**src/rtl/mips_multicycle_ctrl_if.sv**
```systemverilog
// Control bundle between the multicycle MIPS main FSM (master) and its datapath (slave).
// Carries the instruction fields and status in, and the per-step selects/enables out.
`timescale 1ns/1ps
interface mips_multicycle_ctrl_if;
    logic [5:0] opcode;
    logic [5:0] funct;
    logic       zero;
    logic       mem_ready;

    logic       mem_req;
    logic       i_or_d;
    logic       ir_write;
    logic       mem_write;
    logic       reg_write;
    logic       reg_dst;
    logic       mem_to_reg;
    logic       alu_src_a;
    logic [1:0] alu_src_b;
    logic [2:0] alu_control;
    logic [1:0] pc_src;
    logic       pc_en;
    logic       illegal_instr;
    logic       bus_err;

    modport master (
        input  opcode, funct, zero, mem_ready,
        output mem_req, i_or_d, ir_write, mem_write, reg_write, reg_dst, mem_to_reg,
               alu_src_a, alu_src_b, alu_control, pc_src, pc_en, illegal_instr, bus_err
    );

    modport slave (
        output opcode, funct, zero, mem_ready,
        input  mem_req, i_or_d, ir_write, mem_write, reg_write, reg_dst, mem_to_reg,
               alu_src_a, alu_src_b, alu_control, pc_src, pc_en, illegal_instr, bus_err
    );
endinterface

```
**src/rtl/mips_multicycle_ctrl.sv**
```systemverilog
// Main control FSM of the multicycle MIPS core with memory wait-state timeout.
// Define MIPS_CTRL_PERF_CNT_EN to add the cycle_cnt / instr_cnt performance counters.
`timescale 1ns/1ps
module mips_multicycle_ctrl #(
    parameter int unsigned TIMEOUT_CYCLES = 16,
    parameter int unsigned CNT_W          = 32
) (
    input  logic                     clk,
    input  logic                     rst,
    mips_multicycle_ctrl_if.master   bus,
    output logic [3:0]               state_o
`ifdef MIPS_CTRL_PERF_CNT_EN
    ,
    output logic [CNT_W-1:0]         cycle_cnt,
    output logic [CNT_W-1:0]         instr_cnt
`endif
);

    typedef enum logic [3:0] {
        S_FETCH    = 4'd0,
        S_DECODE   = 4'd1,
        S_MEMADR   = 4'd2,
        S_MEMREAD  = 4'd3,
        S_MEMWB    = 4'd4,
        S_MEMWRITE = 4'd5,
        S_EXECUTE  = 4'd6,
        S_ALUWB    = 4'd7,
        S_BRANCH   = 4'd8,
        S_ADDIEX   = 4'd9,
        S_ADDIWB   = 4'd10,
        S_JUMP     = 4'd11
    } state_t;

    typedef enum logic [2:0] {
        ALU_AND = 3'b000,
        ALU_OR  = 3'b001,
        ALU_ADD = 3'b010,
        ALU_SUB = 3'b110,
        ALU_SLT = 3'b111
    } alu_ctl_t;

    localparam logic [5:0] OP_RTYPE = 6'b000000;
    localparam logic [5:0] OP_LW    = 6'b100011;
    localparam logic [5:0] OP_SW    = 6'b101011;
    localparam logic [5:0] OP_BEQ   = 6'b000100;
    localparam logic [5:0] OP_ADDI  = 6'b001000;
    localparam logic [5:0] OP_J     = 6'b000010;

    localparam logic [5:0] FN_ADD = 6'b100000;
    localparam logic [5:0] FN_SUB = 6'b100010;
    localparam logic [5:0] FN_AND = 6'b100100;
    localparam logic [5:0] FN_OR  = 6'b100101;
    localparam logic [5:0] FN_SLT = 6'b101010;

    localparam logic [1:0] SRCB_REG   = 2'b00;
    localparam logic [1:0] SRCB_FOUR  = 2'b01;
    localparam logic [1:0] SRCB_IMM   = 2'b10;
    localparam logic [1:0] SRCB_IMMSH = 2'b11;

    localparam logic [1:0] PCSRC_ALUOUT = 2'b01;
    localparam logic [1:0] PCSRC_JUMP   = 2'b10;

    localparam int unsigned WAIT_W = (TIMEOUT_CYCLES > 0) ? $clog2(TIMEOUT_CYCLES + 1) : 1;
    localparam logic [WAIT_W-1:0] TIMEOUT_W = WAIT_W'(TIMEOUT_CYCLES);

    state_t            state_q, state_d;
    logic [WAIT_W-1:0] wait_q, wait_d;

    logic       mem_req_c, i_or_d_c, ir_write_c, mem_write_c, reg_write_c;
    logic       reg_dst_c, mem_to_reg_c, alu_src_a_c;
    logic [1:0] alu_src_b_c, pc_src_c;
    alu_ctl_t   alu_ctl_c;
    logic       pc_write_c, branch_c, illegal_c, bus_err_c;

    logic       rtype_ok;
    alu_ctl_t   rtype_alu;
    logic       mem_state;
    logic       timeout_hit;

    always_comb begin
        rtype_ok  = 1'b1;
        rtype_alu = ALU_ADD;
        case (bus.funct)
            FN_ADD:  rtype_alu = ALU_ADD;
            FN_SUB:  rtype_alu = ALU_SUB;
            FN_AND:  rtype_alu = ALU_AND;
            FN_OR:   rtype_alu = ALU_OR;
            FN_SLT:  rtype_alu = ALU_SLT;
            default: rtype_ok  = 1'b0;
        endcase
    end

    assign mem_state   = (state_q == S_FETCH) || (state_q == S_MEMREAD) || (state_q == S_MEMWRITE);
    assign timeout_hit = (TIMEOUT_CYCLES != 0) && (wait_q == TIMEOUT_W);

    // The wait counter only survives consecutive not-ready cycles in the same memory state;
    // a timeout abort or any state change restarts it from zero.
    always_comb begin
        wait_d = '0;
        if (mem_state && !bus.mem_ready && !timeout_hit) begin
            wait_d = (wait_q == '1) ? wait_q : wait_q + 1'b1;
        end
    end

    always_comb begin
        // NOTE: every signal assigned below gets a default first so no path leaves it
        // unassigned, which would otherwise infer a latch.
        state_d      = state_q;
        mem_req_c    = 1'b0;
        i_or_d_c     = 1'b0;
        ir_write_c   = 1'b0;
        mem_write_c  = 1'b0;
        reg_write_c  = 1'b0;
        reg_dst_c    = 1'b0;
        mem_to_reg_c = 1'b0;
        alu_src_a_c  = 1'b0;
        alu_src_b_c  = SRCB_REG;
        pc_src_c     = 2'b00;
        alu_ctl_c    = ALU_ADD;
        pc_write_c   = 1'b0;
        branch_c     = 1'b0;
        illegal_c    = 1'b0;
        bus_err_c    = 1'b0;

        case (state_q)
            S_FETCH: begin
                mem_req_c   = 1'b1;
                alu_src_b_c = SRCB_FOUR;
                if (bus.mem_ready) begin
                    ir_write_c = 1'b1;
                    pc_write_c = 1'b1;
                    state_d    = S_DECODE;
                end else if (timeout_hit) begin
                    mem_req_c = 1'b0;
                    bus_err_c = 1'b1;
                end
            end
            S_DECODE: begin
                alu_src_b_c = SRCB_IMMSH;
                case (bus.opcode)
                    OP_RTYPE: begin
                        if (rtype_ok) begin
                            state_d = S_EXECUTE;
                        end else begin
                            illegal_c = 1'b1;
                            state_d   = S_FETCH;
                        end
                    end
                    OP_LW, OP_SW: state_d = S_MEMADR;
                    OP_BEQ:       state_d = S_BRANCH;
                    OP_ADDI:      state_d = S_ADDIEX;
                    OP_J:         state_d = S_JUMP;
                    default: begin
                        illegal_c = 1'b1;
                        state_d   = S_FETCH;
                    end
                endcase
            end
            S_MEMADR: begin
                alu_src_a_c = 1'b1;
                alu_src_b_c = SRCB_IMM;
                state_d     = (bus.opcode == OP_LW) ? S_MEMREAD : S_MEMWRITE;
            end
            S_MEMREAD: begin
                mem_req_c = 1'b1;
                i_or_d_c  = 1'b1;
                if (bus.mem_ready) begin
                    state_d = S_MEMWB;
                end else if (timeout_hit) begin
                    mem_req_c = 1'b0;
                    bus_err_c = 1'b1;
                    state_d   = S_FETCH;
                end
            end
            S_MEMWB: begin
                reg_write_c  = 1'b1;
                mem_to_reg_c = 1'b1;
                state_d      = S_FETCH;
            end
            S_MEMWRITE: begin
                mem_req_c   = 1'b1;
                i_or_d_c    = 1'b1;
                mem_write_c = 1'b1;
                if (bus.mem_ready) begin
                    state_d = S_FETCH;
                end else if (timeout_hit) begin
                    mem_req_c   = 1'b0;
                    mem_write_c = 1'b0;
                    bus_err_c   = 1'b1;
                    state_d     = S_FETCH;
                end
            end
            S_EXECUTE: begin
                alu_src_a_c = 1'b1;
                alu_ctl_c   = rtype_alu;
                state_d     = S_ALUWB;
            end
            S_ALUWB: begin
                reg_write_c = 1'b1;
                reg_dst_c   = 1'b1;
                state_d     = S_FETCH;
            end
            S_BRANCH: begin
                alu_src_a_c = 1'b1;
                alu_ctl_c   = ALU_SUB;
                pc_src_c    = PCSRC_ALUOUT;
                branch_c    = 1'b1;
                state_d     = S_FETCH;
            end
            S_ADDIEX: begin
                alu_src_a_c = 1'b1;
                alu_src_b_c = SRCB_IMM;
                state_d     = S_ADDIWB;
            end
            S_ADDIWB: begin
                reg_write_c = 1'b1;
                state_d     = S_FETCH;
            end
            S_JUMP: begin
                pc_src_c   = PCSRC_JUMP;
                pc_write_c = 1'b1;
                state_d    = S_FETCH;
            end
            default: state_d = S_FETCH;
        endcase
    end

    // NOTE: state registers use non-blocking assignments so every flop samples the
    // pre-edge values, independent of the order the simulator evaluates blocks.
    always_ff @(posedge clk or negedge rst) begin
        if (!rst) begin
            state_q <= S_FETCH;
            wait_q  <= '0;
        end else begin
            state_q <= state_d;
            wait_q  <= wait_d;
        end
    end

    // Reset gates the outputs combinationally so a write in flight is dropped immediately.
    assign bus.mem_req       = rst & mem_req_c;
    assign bus.i_or_d        = rst & i_or_d_c;
    assign bus.ir_write      = rst & ir_write_c;
    assign bus.mem_write     = rst & mem_write_c;
    assign bus.reg_write     = rst & reg_write_c;
    assign bus.reg_dst       = rst & reg_dst_c;
    assign bus.mem_to_reg    = rst & mem_to_reg_c;
    assign bus.alu_src_a     = rst & alu_src_a_c;
    assign bus.alu_src_b     = rst ? alu_src_b_c : 2'b00;
    assign bus.pc_src        = rst ? pc_src_c : 2'b00;
    assign bus.alu_control   = rst ? alu_ctl_c : ALU_ADD;
    assign bus.pc_en         = rst & (pc_write_c | (branch_c & bus.zero));
    assign bus.illegal_instr = rst & illegal_c;
    assign bus.bus_err       = rst & bus_err_c;
    assign state_o           = state_q;

`ifdef MIPS_CTRL_PERF_CNT_EN
    logic             retire;
    logic [CNT_W-1:0] cycle_cnt_q, instr_cnt_q;

    // Only normal completions retire; illegal and timeout aborts never reach these paths.
    assign retire = (state_q == S_MEMWB) || (state_q == S_ALUWB) || (state_q == S_BRANCH) ||
                    (state_q == S_ADDIWB) || (state_q == S_JUMP) ||
                    ((state_q == S_MEMWRITE) && bus.mem_ready);

    always_ff @(posedge clk or negedge rst) begin
        if (!rst) begin
            cycle_cnt_q <= '0;
            instr_cnt_q <= '0;
        end else begin
            cycle_cnt_q <= cycle_cnt_q + 1'b1;
            if (retire) begin
                instr_cnt_q <= instr_cnt_q + 1'b1;
            end
        end
    end

    assign cycle_cnt = cycle_cnt_q;
    assign instr_cnt = instr_cnt_q;
`else
    // Counter width only matters when the counters are built.
    if (CNT_W == 0) begin : g_cnt_w_unused
    end
`endif

endmodule

```
**src/flat_wrapper.sv**
```systemverilog
// flat-port wrapper written by rule: the top's interface ports become plain ports
module mips_multicycle_ctrl_flat 
#(
    parameter int unsigned TIMEOUT_CYCLES = 16,
    parameter int unsigned CNT_W          = 32
)
  (clk, rst, state_o, bus_opcode, bus_funct, bus_zero, bus_mem_ready, bus_mem_req, bus_i_or_d, bus_ir_write, bus_mem_write, bus_reg_write, bus_reg_dst, bus_mem_to_reg, bus_alu_src_a, bus_alu_src_b, bus_alu_control, bus_pc_src, bus_pc_en, bus_illegal_instr, bus_bus_err);
  mips_multicycle_ctrl_if bus_i ();
  input  logic clk;
  input  logic rst;
  output logic [3:0] state_o;
  input wire logic [$bits(bus_i.opcode)-1:0] bus_opcode;
  input wire logic [$bits(bus_i.funct)-1:0] bus_funct;
  input wire logic [$bits(bus_i.zero)-1:0] bus_zero;
  input wire logic [$bits(bus_i.mem_ready)-1:0] bus_mem_ready;
  output wire logic [$bits(bus_i.mem_req)-1:0] bus_mem_req;
  output wire logic [$bits(bus_i.i_or_d)-1:0] bus_i_or_d;
  output wire logic [$bits(bus_i.ir_write)-1:0] bus_ir_write;
  output wire logic [$bits(bus_i.mem_write)-1:0] bus_mem_write;
  output wire logic [$bits(bus_i.reg_write)-1:0] bus_reg_write;
  output wire logic [$bits(bus_i.reg_dst)-1:0] bus_reg_dst;
  output wire logic [$bits(bus_i.mem_to_reg)-1:0] bus_mem_to_reg;
  output wire logic [$bits(bus_i.alu_src_a)-1:0] bus_alu_src_a;
  output wire logic [$bits(bus_i.alu_src_b)-1:0] bus_alu_src_b;
  output wire logic [$bits(bus_i.alu_control)-1:0] bus_alu_control;
  output wire logic [$bits(bus_i.pc_src)-1:0] bus_pc_src;
  output wire logic [$bits(bus_i.pc_en)-1:0] bus_pc_en;
  output wire logic [$bits(bus_i.illegal_instr)-1:0] bus_illegal_instr;
  output wire logic [$bits(bus_i.bus_err)-1:0] bus_bus_err;
  assign bus_i.opcode = bus_opcode;
  assign bus_i.funct = bus_funct;
  assign bus_i.zero = bus_zero;
  assign bus_i.mem_ready = bus_mem_ready;
  assign bus_mem_req = bus_i.mem_req;
  assign bus_i_or_d = bus_i.i_or_d;
  assign bus_ir_write = bus_i.ir_write;
  assign bus_mem_write = bus_i.mem_write;
  assign bus_reg_write = bus_i.reg_write;
  assign bus_reg_dst = bus_i.reg_dst;
  assign bus_mem_to_reg = bus_i.mem_to_reg;
  assign bus_alu_src_a = bus_i.alu_src_a;
  assign bus_alu_src_b = bus_i.alu_src_b;
  assign bus_alu_control = bus_i.alu_control;
  assign bus_pc_src = bus_i.pc_src;
  assign bus_pc_en = bus_i.pc_en;
  assign bus_illegal_instr = bus_i.illegal_instr;
  assign bus_bus_err = bus_i.bus_err;
  mips_multicycle_ctrl #(.TIMEOUT_CYCLES(TIMEOUT_CYCLES), .CNT_W(CNT_W)) u_core (.clk(clk), .rst(rst), .bus(bus_i), .state_o(state_o));
endmodule
```
**config.mk**
```make
export PLATFORM = sky130hd
export DESIGN_NAME = mips_multicycle_ctrl_flat
export DESIGN_NICKNAME = d
export VERILOG_FILES = /design/src/rtl/mips_multicycle_ctrl_if.sv /design/src/rtl/mips_multicycle_ctrl.sv /design/src/flat_wrapper.sv
export SDC_FILE = /design/constraint.sdc
export NUM_CORES = 1
export LEC_CHECK = 0
export ABC_AREA = 1
export CORE_AREA = 3 3 49 51
export CTS_BUF_LIST = sky130_fd_sc_hd__clkbuf_4 sky130_fd_sc_hd__clkbuf_8
export CTS_CLUSTER_SIZE = 20
export DETAILED_ROUTE_END_ITERATION = 10
export DIE_AREA = 0 0 52 54
export PLACE_DENSITY_LB_ADDON = 0.08
export RECOVER_POWER = 25
export SLEW_MARGIN = 20
export SYNTH_ARGS = -nofsm -noshare
export SYNTH_HDL_FRONTEND = slang
export SYNTH_SLANG_ARGS = --single-unit
```
**constraint.sdc**
```tcl
create_clock -name clk -period 2.5 [get_ports clk]
set_input_delay 0.5 -clock clk [delete_from_list [all_inputs] [get_ports clk]]
set_output_delay 0.5 -clock clk [all_outputs]
set_load 0.01 [all_outputs]
```
==> reports/qor.csv <==
stage;metric;value;unit
setup_path;max_stage_delay;0.54;ns
global_route;grt-ovfl-total;0;
global_route;antenna_found_initial;0;
setup_path;setup.worst_path.start;rst;
setup_path;r2r_setup_slack;0.95;ns
clock_network;holdBufCountCts;0;
global_route;grt_max_degree;9;
timing;finalWorstSetupSlack;0.0798;ns
setup_path;cp_cell_sequence;clkdlybuf4s50_1 -> buf_4 -> nand2_1 -> nor2_1 -> clkdlybuf4s50_1;
floorplanning;io_pins;38;
cells_and_area;nets;224;
cells_and_area;final_area;0.00153;sq mm
clock_network;cts.htree.levels;1;
timing;min_period_over_period;0.968;
synthesis;avgSynthCellArea;6.25;sq um
cells_and_area;n_fill_cell;139;
timing;max_freq;0.413;GHz
cells_and_area;layout_common_cells;nand2_1 (28), nor2_1 (21), clkdlybuf4s50_1 (20);
cells_and_area;final_util;0.771;
power;powerDensity;506;mW/mm^2
timing;drv_slew;0;
timing;hold_viol_final;0;
power;p_leak;0.863;nW
clock_network;cts-root-buf;clkbuf_4;
synthesis;synth_top_cell_by_area;dfrtp_1;
place;dpl.cell_count;226;
setup_path;timing.rr.end;u_core.wait_q[3]$_DFFE_PN0P_;
synthesis;synth.ff_latch_count;9;
floorplanning;dieArea;0.00281;sq mm
setup_path;crit_path_frequent_cell;clkdlybuf4s50_1;
drt;ant_nets;0;
setup_path;crit_fanout;4;
clock_network;cts_max_path_buffers;2;
cells_and_area;final_common_cell;nand2_1;
global_route;grt_pass1_wl;4130;um
drt;viasPerCell;4.98;
synthesis;syn-num-nets;168;
place;hpwlAfterDp;2080;um
timing;period_minus_slack;2.42;ns
timing;hold_slack;0.605;ns
cells_and_area;multi_input_area;654;sq um
setup_path;cp-end-kind;output port;
cells_and_area;areaGrowthSynthToFinish;64.1;%
floorplanning;die_w;52;um
synthesis;synthTopCellsByArea;dfrtp_1 (24%), nand2_1 (12%), nor2_1 (9.3%), inv_1 (7.3%), nand3_1 (7.0%);
synthesis;syn_inst;149;
hold_path;hold_path_class;in2async;
global_route;track_usage;0.193;
timing;maxSlewHeadroom;0.836;
setup_path;crit_slowest_cell;clkdlybuf4s50_1;
floorplanning;num_rows;16;
flow_run;cap_viol_max_count;0;
drt;firstDrtPassIters;6;
power;peakVddDrop;0.000300;V
timing;tightest_slew;0.243;ns
clock_network;path_clk_slew;0.06;ns
clock_network;clock_sinks;9;
synthesis;synth_area;931;sq um
place;post-place-ws;-0.137;ns
cells_and_area;fin_cells;231;
status;status;finished clean;
setup_path;critPathCapture;bus_reg_dst;
setup_path;path_depth;5;
setup_path;cp_num_buf_inv;3;
clock_network;cts_tree;yes;
timing;setup_violations;0;
drt;wl_per_cell;11.0;um
drt;vias;1151;
drt;drc;0;
setup_path;worstRegToRegCells;8;
place;numPortBuffers;37;
clock_network;clock_latency;0.26;ns
setup_path;worstPathRequired;2.00;ns
synthesis;synth_top_area_frac;0.242;
place;postPlaceCellArea;0.00143;sq mm
place;place.gp.congestion;0.845;
setup_path;rr_startpoint;u_core.wait_q[0]$_DFFE_PN0P_;
setup_path;crit_family;buffers and inverters;
synthesis;seq_area_frac_synth;0.242;
setup_path;crit_type;in2out;
cells_and_area;final-seq-area;226;sq um
floorplanning;initial_core_util;0.470;
clock_network;numCtsBuffers;3;
floorplanning;die_h;54;um
drt;initialDrtViolationCount;24;
global_route;first_global_vias;1038;
cells_and_area;num_antenna_cells;0;
synthesis;yosys_warnings;0;
drt;routed_wl;2540;um
setup_path;startpoint_type;input port;
synthesis;synth_cell_types;23;
setup_path;arrival;1.92;ns
timing;fin_worst_skew;0.00206;ns
cells_and_area;drive_gt1_frac;0.230;
floorplanning;core_region_area;0.00198;sq mm
-- worst reg2reg max path, delay by kind of cell (launching register included) --
kind	cells	cell delay (ns)
flops	1	0.42
fa+ha+maj	2	0.48
simple gates	4	0.27
xor+xnor	1	0.19
buf+inv	1	0.10
-- power by group --
part           internal [mW]  switching [mW]  leakage [nW]
sequential             0.170          0.0397         0.121
clock                 0.0590          0.0510        0.0177
combinational          0.193           0.261         0.725
total                  0.422           0.352         0.863
-- final cells by class --
type,count,area share
Sequential cell,9,0.148
Inverter,25,0.0614
Clock buffer,3,0.0147
Timing Repair Buffer,51,0.322
Tap cell,27,0.0221
Clock inverter,1,0.00328
Multi-Input combinational cell,115,0.428
-- registers in the layout, summed over array words and instances (netlist names) --
register,cells
u_core.state_o,4
u_core.wait_q,5
-- cell usage after synthesis, drive strengths merged --
cell,number
a221oi,1
o21ai,3
nand3,13
or2,1
nand4,5
o22ai,2
ha,3
nor2,35
nor3,7
nor4,1
xor2,3
dfrtp,9
nand2,33
inv,25
mux2i,2
a21oi,5
a31oi,1
-- cell families (layout without fill, tap and decap cells) --
logic type,after synthesis,count (layout),share of synthesized area
and+or+nand+nor,95,95,0.495
AOI/OAI and AO/OA,12,12,0.0726
buffers and inverters,25,80,0.101
DFF,9,9,0.242
adders and majority gates,3,3,0.0403
muxes,2,2,0.0215
xor gates and xnor gates,3,3,0.0282
-- worst min-delay path by stage --
stage / end / cells after the start
global route: u_core.state_o[0]$_DFFE_PN0P_ / 2
CTS: u_core.state_o[0]$_DFFE_PN0P_ / 2
floorplan: u_core.state_o[0]$_DFFE_PN0P_ / 0
global placement: u_core.wait_q[3]$_DFFE_PN0P_ / 2
detailed placement: u_core.wait_q[3]$_DFFE_PN0P_ / 2
finish: u_core.state_o[0]$_DFFE_PN0P_ / 2
-- metrics by stage --
| stage | TNS (ns) | power [mW] |
|---|---|---|
| 2_1_floorplan | 0 | 0.468 |
| 3_3_place_gp | -0.212 | 0.636 |
| 3_5_place_dp | -0.566 | 0.647 |
| 4_1_cts | 0 | 0.757 |
| 5_1_grt | -0.0181 | 0.833 |
| 6_report | 0 | 0.774 |
-- repair_timing --
action                     4_1_cts  5_1_grt
gates cloned                     0        0
gates resized for setup          8       21
setup endpoints to repair        9       12
pin swaps                        2        1
buffers inserted                 0        1
-- per-layer routing --
metal | track usage | up-vias | share of wire
met5 | 0 | - | 0
met4 | 0.0568 | 0 | 0.0098
met3 | 0.0416 | 4 | 0.059
met2 | 0.368 | 32 | 0.54
met1 | 0.213 | 525 | 0.39
li1 | - | 590 | -
No activity file was read; power rests on OpenSTA's default activity.
==> variant 1: new RTL, config.mk and constraints unchanged <==
`TIMEOUT_CYCLES` is set to 16 in 2 places; all go to 64.
--- a/src/rtl/mips_multicycle_ctrl.sv
+++ b/src/rtl/mips_multicycle_ctrl.sv
@@ -2,7 +2,7 @@
 // Define MIPS_CTRL_PERF_CNT_EN to add the cycle_cnt / instr_cnt performance counters.
 `timescale 1ns/1ps
 module mips_multicycle_ctrl #(
-    parameter int unsigned TIMEOUT_CYCLES = 16,
+    parameter int unsigned TIMEOUT_CYCLES = 64,
     parameter int unsigned CNT_W          = 32
 ) (
     input  logic                     clk,
--- a/src/flat_wrapper.sv
+++ b/src/flat_wrapper.sv
@@ -1,7 +1,7 @@
 // flat-port wrapper written by rule: the top's interface ports become plain ports
 module mips_multicycle_ctrl_flat 
 #(
-    parameter int unsigned TIMEOUT_CYCLES = 16,
+    parameter int unsigned TIMEOUT_CYCLES = 64,
     parameter int unsigned CNT_W          = 32
 )
   (clk, rst, state_o, bus_opcode, bus_funct, bus_zero, bus_mem_ready, bus_mem_req, bus_i_or_d, bus_ir_write, bus_mem_write, bus_reg_write, bus_reg_dst, bus_mem_to_reg, bus_alu_src_a, bus_alu_src_b, bus_alu_control, bus_pc_src, bus_pc_en, bus_illegal_instr, bus_bus_err);
Behaviour: no difference found for any inputs over 10 cycles, from zero or initial values and one cycle with rst low; that may be too few to reach the edited logic, so the function may still have changed.
==> variant 1 against the original RTL <==
Critical path type is now reg -> out. Clock power rose by 18%. Critical path depth rose by 1. Worst setup slack improved by 17 ps. Combinational power rose by 5.7%. Final area rose by 6.1%. Wire length rose by 14%. Via count rose by 13%. Synthesized cell count rose by 19%. Die area did not move. Fmax rose by 0.69%. Largest cell class unchanged. Area after synthesis rose by 11%. Power rose by 9.4%. Sequential cell count rose by 2.
==> variant 1: results (changes against the original RTL) <==
Pwr
  • Leak: 0.000874 uW (was 0.000863 uW)
  • Net Sw Frac: 41.7% (was 45.5%)
  • VDD IR max: 0.461 mV (was 0.300 mV)

Setup path
  • Worst Path Max Fanout: 4 (unchanged)
  • Crit path DAT: 1900 ps (was 1920 ps)
  • Worst-case reg-to-reg path depth: 7 (was 8)
  • R2r startpoint: u_core.wait_q[0] (unchanged)
  • Reg2reg end: u_core.wait_q[1] (was u_core.wait_q[3])
  • Worst reg2reg setup slack: 1020 ps (was 950 ps)

Global route
  • First-pass GRT wire length: 4730 um (was 4130 um)
  • Antenna violations before repair: 0 (unchanged)
  • Largest net degree at the start of global routing: 8 (was 9)
  • All-Layer GR Usage: 22.2% (was 19.3%)
  • Vias in the first global route: 1157 (was 1038)

Synthesis
  • Synth top area cells: dfrtp_1 (27%), nand2_1 (15%), nor2_1 (14%) (was dfrtp_1 (24%), nand2_1 (12%), nor2_1 (9.3%))
  • Main synth FF type: dfrtp_1 (unchanged)
  • Post-Synth Adder-Cell Area: 2.42% (was 4.03%)
  • Synth cell types: 23 (unchanged)
  • Proportion of synthesized area in mux cells: 0% (was 2.15%)
  • Yosys warns: 0 (unchanged)
  • Mapped Nets: 195 (was 168)
  • Synth cell count leaders: nand2_1 (42), nor2_1 (40), inv_1 (33), nand3_1 (13), dfrtp_1 (11) (was nand2_1 (29), nor2_1 (23), inv_1 (18), nand3_1 (13), nor2_2 (10))
  • Compound-Gate Fraction of Synth Area: 9.30% (was 7.26%)
  • Asr flop ratio synth: 100% (unchanged)
  • Register area share after synthesis: 26.6% (was 24.2%)
  • Post-Syn Instances: 177 (was 149)
  • Post-Synth XOR/XNOR Area: 0.845% (was 2.82%)

CTS
  • Clock insertion delay at the later pin of the skew report: 270 ps
  • Total CTS buffers: 3 (unchanged)
  • Clock H-tree levels: 1 (unchanged)
  • CTS Buffer Depth: 2 (unchanged)

Cells and area
  • Nets: 252 (was 224)
  • Post-route insts no fill: 260 (was 231)
  • Largest register FFs: 7 (was 5)
  • Share of cells above drive strength 1: 17.2% (was 23.0%)
  • Filler instances: 140 (was 139)
  • Diode count: 0 (unchanged)

Placement
  • Port-buffer cells: 37 (unchanged)
  • Gpl congestion: 0.970 (was 0.845)
  • DP Wirelength: 2390 um (was 2080 um)
  • Pre-CTS setup slack: -167 ps (was -137 ps)

Route
  • DRT Pass-1 Iters: 4 (was 6)
  • Routed via count: 1304 (was 1151)
  • DR iter-0 viols: 28 (was 24)
  • WL per Instance: 11.1 um (was 11.0 um)

STA
  • Worst hold slack: 443 ps (was 605 ps)
  • Worst Skew: 0.317 ps (was 2.06 ps)
  • Least-Margin Pin Slew: 345 ps (was 243 ps)

Min path
  • Min-delay worst type: in -> async (unchanged)

Outcome
  • Run status: finished, final reports clean (unchanged)
==> variant 1: worst max path at each step <==
stage                 startpoint                 to  slack [ps]  cells after the start
6_report       u_core.state_o[1]   bus_alu_src_b[1]         100                      6
5_1_grt        u_core.state_o[1]   bus_alu_src_b[1]          -3                      6
4_1_cts        u_core.state_o[1]      bus_alu_src_a          20                      7
3_5_place_dp       bus_opcode[5]  bus_illegal_instr        -170                      8
3_3_place_gp       bus_opcode[2]  bus_illegal_instr         -90                      9
2_1_floorplan  u_core.state_o[0]          bus_pc_en         770                      7
==> variant 1: kinds of logic (layout without fill, tap and decap cells) <==
kind of cell               Yosys count  in the layout
and+or+nand+nor                    113            113
buffers and inverters               33             89
AOI/OAI and AO/OA                   17             17
DFF                                 11             11
adders and majority gates            2              2
xor gates and xnor gates             1              1
==> variant 1: critical path: stages, from the launching register on <==
cell and delay, ps:
dfrtp_1 430, inv_1 130, nand2_1 150, nor2_4 160, inv_1 70, a31oi_1 140, clkdlybuf4s50_1 560
==> variant 1: stage by stage <==
step	power (uW)	instance area, um^2
floorplan	480	1040
global placement	657	1530
detailed placement	672	1530
CTS	807	1570
global route	915	1620
finish	846	1620
==> variant 1: cell type report <==
class                      instances  area share [%]
inverter                          33            7.64
timing repair buffer              52            29.3
sequential                        11            17.1
tap                               27            2.08
clock buffer                       4            1.85
multi-input combinational        133            42.1
==> variant 1: metal layers <==
metal / wire length [um] / up-vias / global-route usage [%]
met1: 1230 / 568 / 25.4
met5: 0 / - / 0
li1: - / 674 / -
met2: 1430 / 53 / 41.8
met4: 73 / 0 / 9.61
met3: 153 / 9 / 1.94
==> variant 1: power by group through the flow <==
stage,registers (uW),clock network [uW],logic [uW]
final,236,130,480
after global routing,242,141,532
after CTS,233,130,443
after detailed placement,241,0,431
after global placement,242,0,416
after floorplan,241,0,239
==> variant 1: timing repair <==
action,4_1_cts,5_1_grt
endpoints found under the hold margin,0,0
resized for setup,11,15
buffers inserted,1,2
setup endpoints to repair,9,7
pin swaps,0,0
==> variant 2: new RTL, config.mk and constraints unchanged <==
Made on the original files. Put a register stage on the output `bus.bus_err`, without a reset. The value now appears one clock later.
--- a/src/rtl/mips_multicycle_ctrl.sv
+++ b/src/rtl/mips_multicycle_ctrl.sv
@@ -251,7 +251,9 @@
     assign bus.alu_control   = rst ? alu_ctl_c : ALU_ADD;
     assign bus.pc_en         = rst & (pc_write_c | (branch_c & bus.zero));
     assign bus.illegal_instr = rst & illegal_c;
-    assign bus.bus_err       = rst & bus_err_c;
+    always_ff @(posedge clk) begin
+        bus.bus_err <= rst & bus_err_c;
+    end
     assign state_o           = state_q;
 
 `ifdef MIPS_CTRL_PERF_CNT_EN
Behaviour: no difference found for any inputs over 10 cycles, from zero or initial values and one cycle with rst low; that may be too few to reach the edited logic, so the function may still have changed.
==> variant 2 against the original RTL <==
Final area rose by 1.6%. Sequential cell count rose by 1. Worst setup slack got worse by 38 ps. Critical endpoint is now bus_alu_src_b[0]. Wire length rose by 5.1%. Sequential power rose by 9.5%. First-iteration DRC count fell by 63%. Power rose by 5.9%. Area after synthesis rose by 2.6%. Combinational power fell by 4%. Register-to-register slack got worse by 40 ps.
==> variant 2: results (changes against the original RTL) <==
Synthesis
  • Post-Synth Adder-Cell Area: 3.93% (was 4.03%)
  • #FFs+latches synth: 10 (was 9)
  • Post-Synth XOR/XNOR Area: 2.75% (was 2.82%)
  • Compound-Gate Fraction of Synth Area: 7.73% (was 7.26%)
  • Register area share after synthesis: 25.7% (was 24.2%)
  • Asr flop ratio synth: 90.0% (was 100%)
  • Synth cell types: 27 (was 23)

Route
  • DRT Pass-1 Iters: 4 (was 6)
  • DR iter-0 viols: 9 (was 24)
  • Via density: 4.88 (was 4.98)
  • Routed via count: 1175 (was 1151)

Placement
  • Pre-CTS setup slack: -159 ps (was -137 ps)
  • Placement Cell Area: 1480 um^2 (was 1430 um^2)
  • DP Wirelength: 2160 um (was 2080 um)

Min path
  • Min-delay worst type: reg -> reg (was in -> async)

Cells and area
  • Clock network share of area: 2.34% (was 1.80%)
  • Non-CTS inverters: 28 (was 25)
  • Multi-input gate area: 622 um^2 (was 654 um^2)
  • Comb_multi_in: 117 (was 115)
  • Filler instances: 149 (was 139)
  • Post-layout util: 78.3% (was 77.1%)
  • Reg area: 248 um^2 (was 226 um^2)
  • Nets: 234 (was 224)
  • Share of cells above drive strength 1: 19.2% (was 23.0%)
  • Non-clk bufs: 55 (was 51)
  • Non-clk buf share: 32.7% (was 32.2%)
  • Clock buffer count: 4 (was 3)

Outcome
  • Run status: finished, final reports clean (unchanged)

Pwr
  • Net Sw Frac: 42.5% (was 45.5%)
  • VDD IR max: 0.461 mV (was 0.300 mV)
  • Clock power share: 18.6% (was 14.2%)
  • Comb power: 438 uW (was 454 uW)
  • Logic gate share of total power: 53.4% (was 58.7%)

Global route
  • All-Layer GR Usage: 21.1% (was 19.3%)
  • Largest net degree at the start of global routing: 14 (was 9)

STA
  • Slew margin rel.: 83.5% (was 83.6%)

CTS
  • Clock insertion delay at the later pin of the skew report: 280 ps (was 260 ps)
variant 2: worst paths after layout:
check                                          to  slack (ps)  depth (start not counted)
min in group asynchronous       u_core.state_o[0]         680                          3
worst min-delay path             u_core.wait_q[3]         600                          2
worst min register to register   u_core.wait_q[3]         600                          2
max in group asynchronous       u_core.state_o[3]        1600                          3
worst max register to register   u_core.wait_q[3]         910                          7
worst max-delay path             bus_alu_src_b[0]          40                          5
variant 2: routing by layer:
layer,wire length [um],track usage (%),up-vias
met2,1310,36.6,36
met5,0,0,-
met1,1140,23.2,519
met3,152,5.82,10
met4,73,11.4,0
li1,-,-,610
variant 2: worst max-delay path: stages:
cell and delay (ps):
clkdlybuf4s50_1 520, inv_2 80, nor3_1 180, buf_4 150, clkdlybuf4s50_1 530
variant 2: repair_timing:
item | CTS | global route
endpoints found under the setup margin | 11 | 6
gates resized for setup | 12 | 12
pin swaps | 0 | 1
setup buffers | 0 | 2
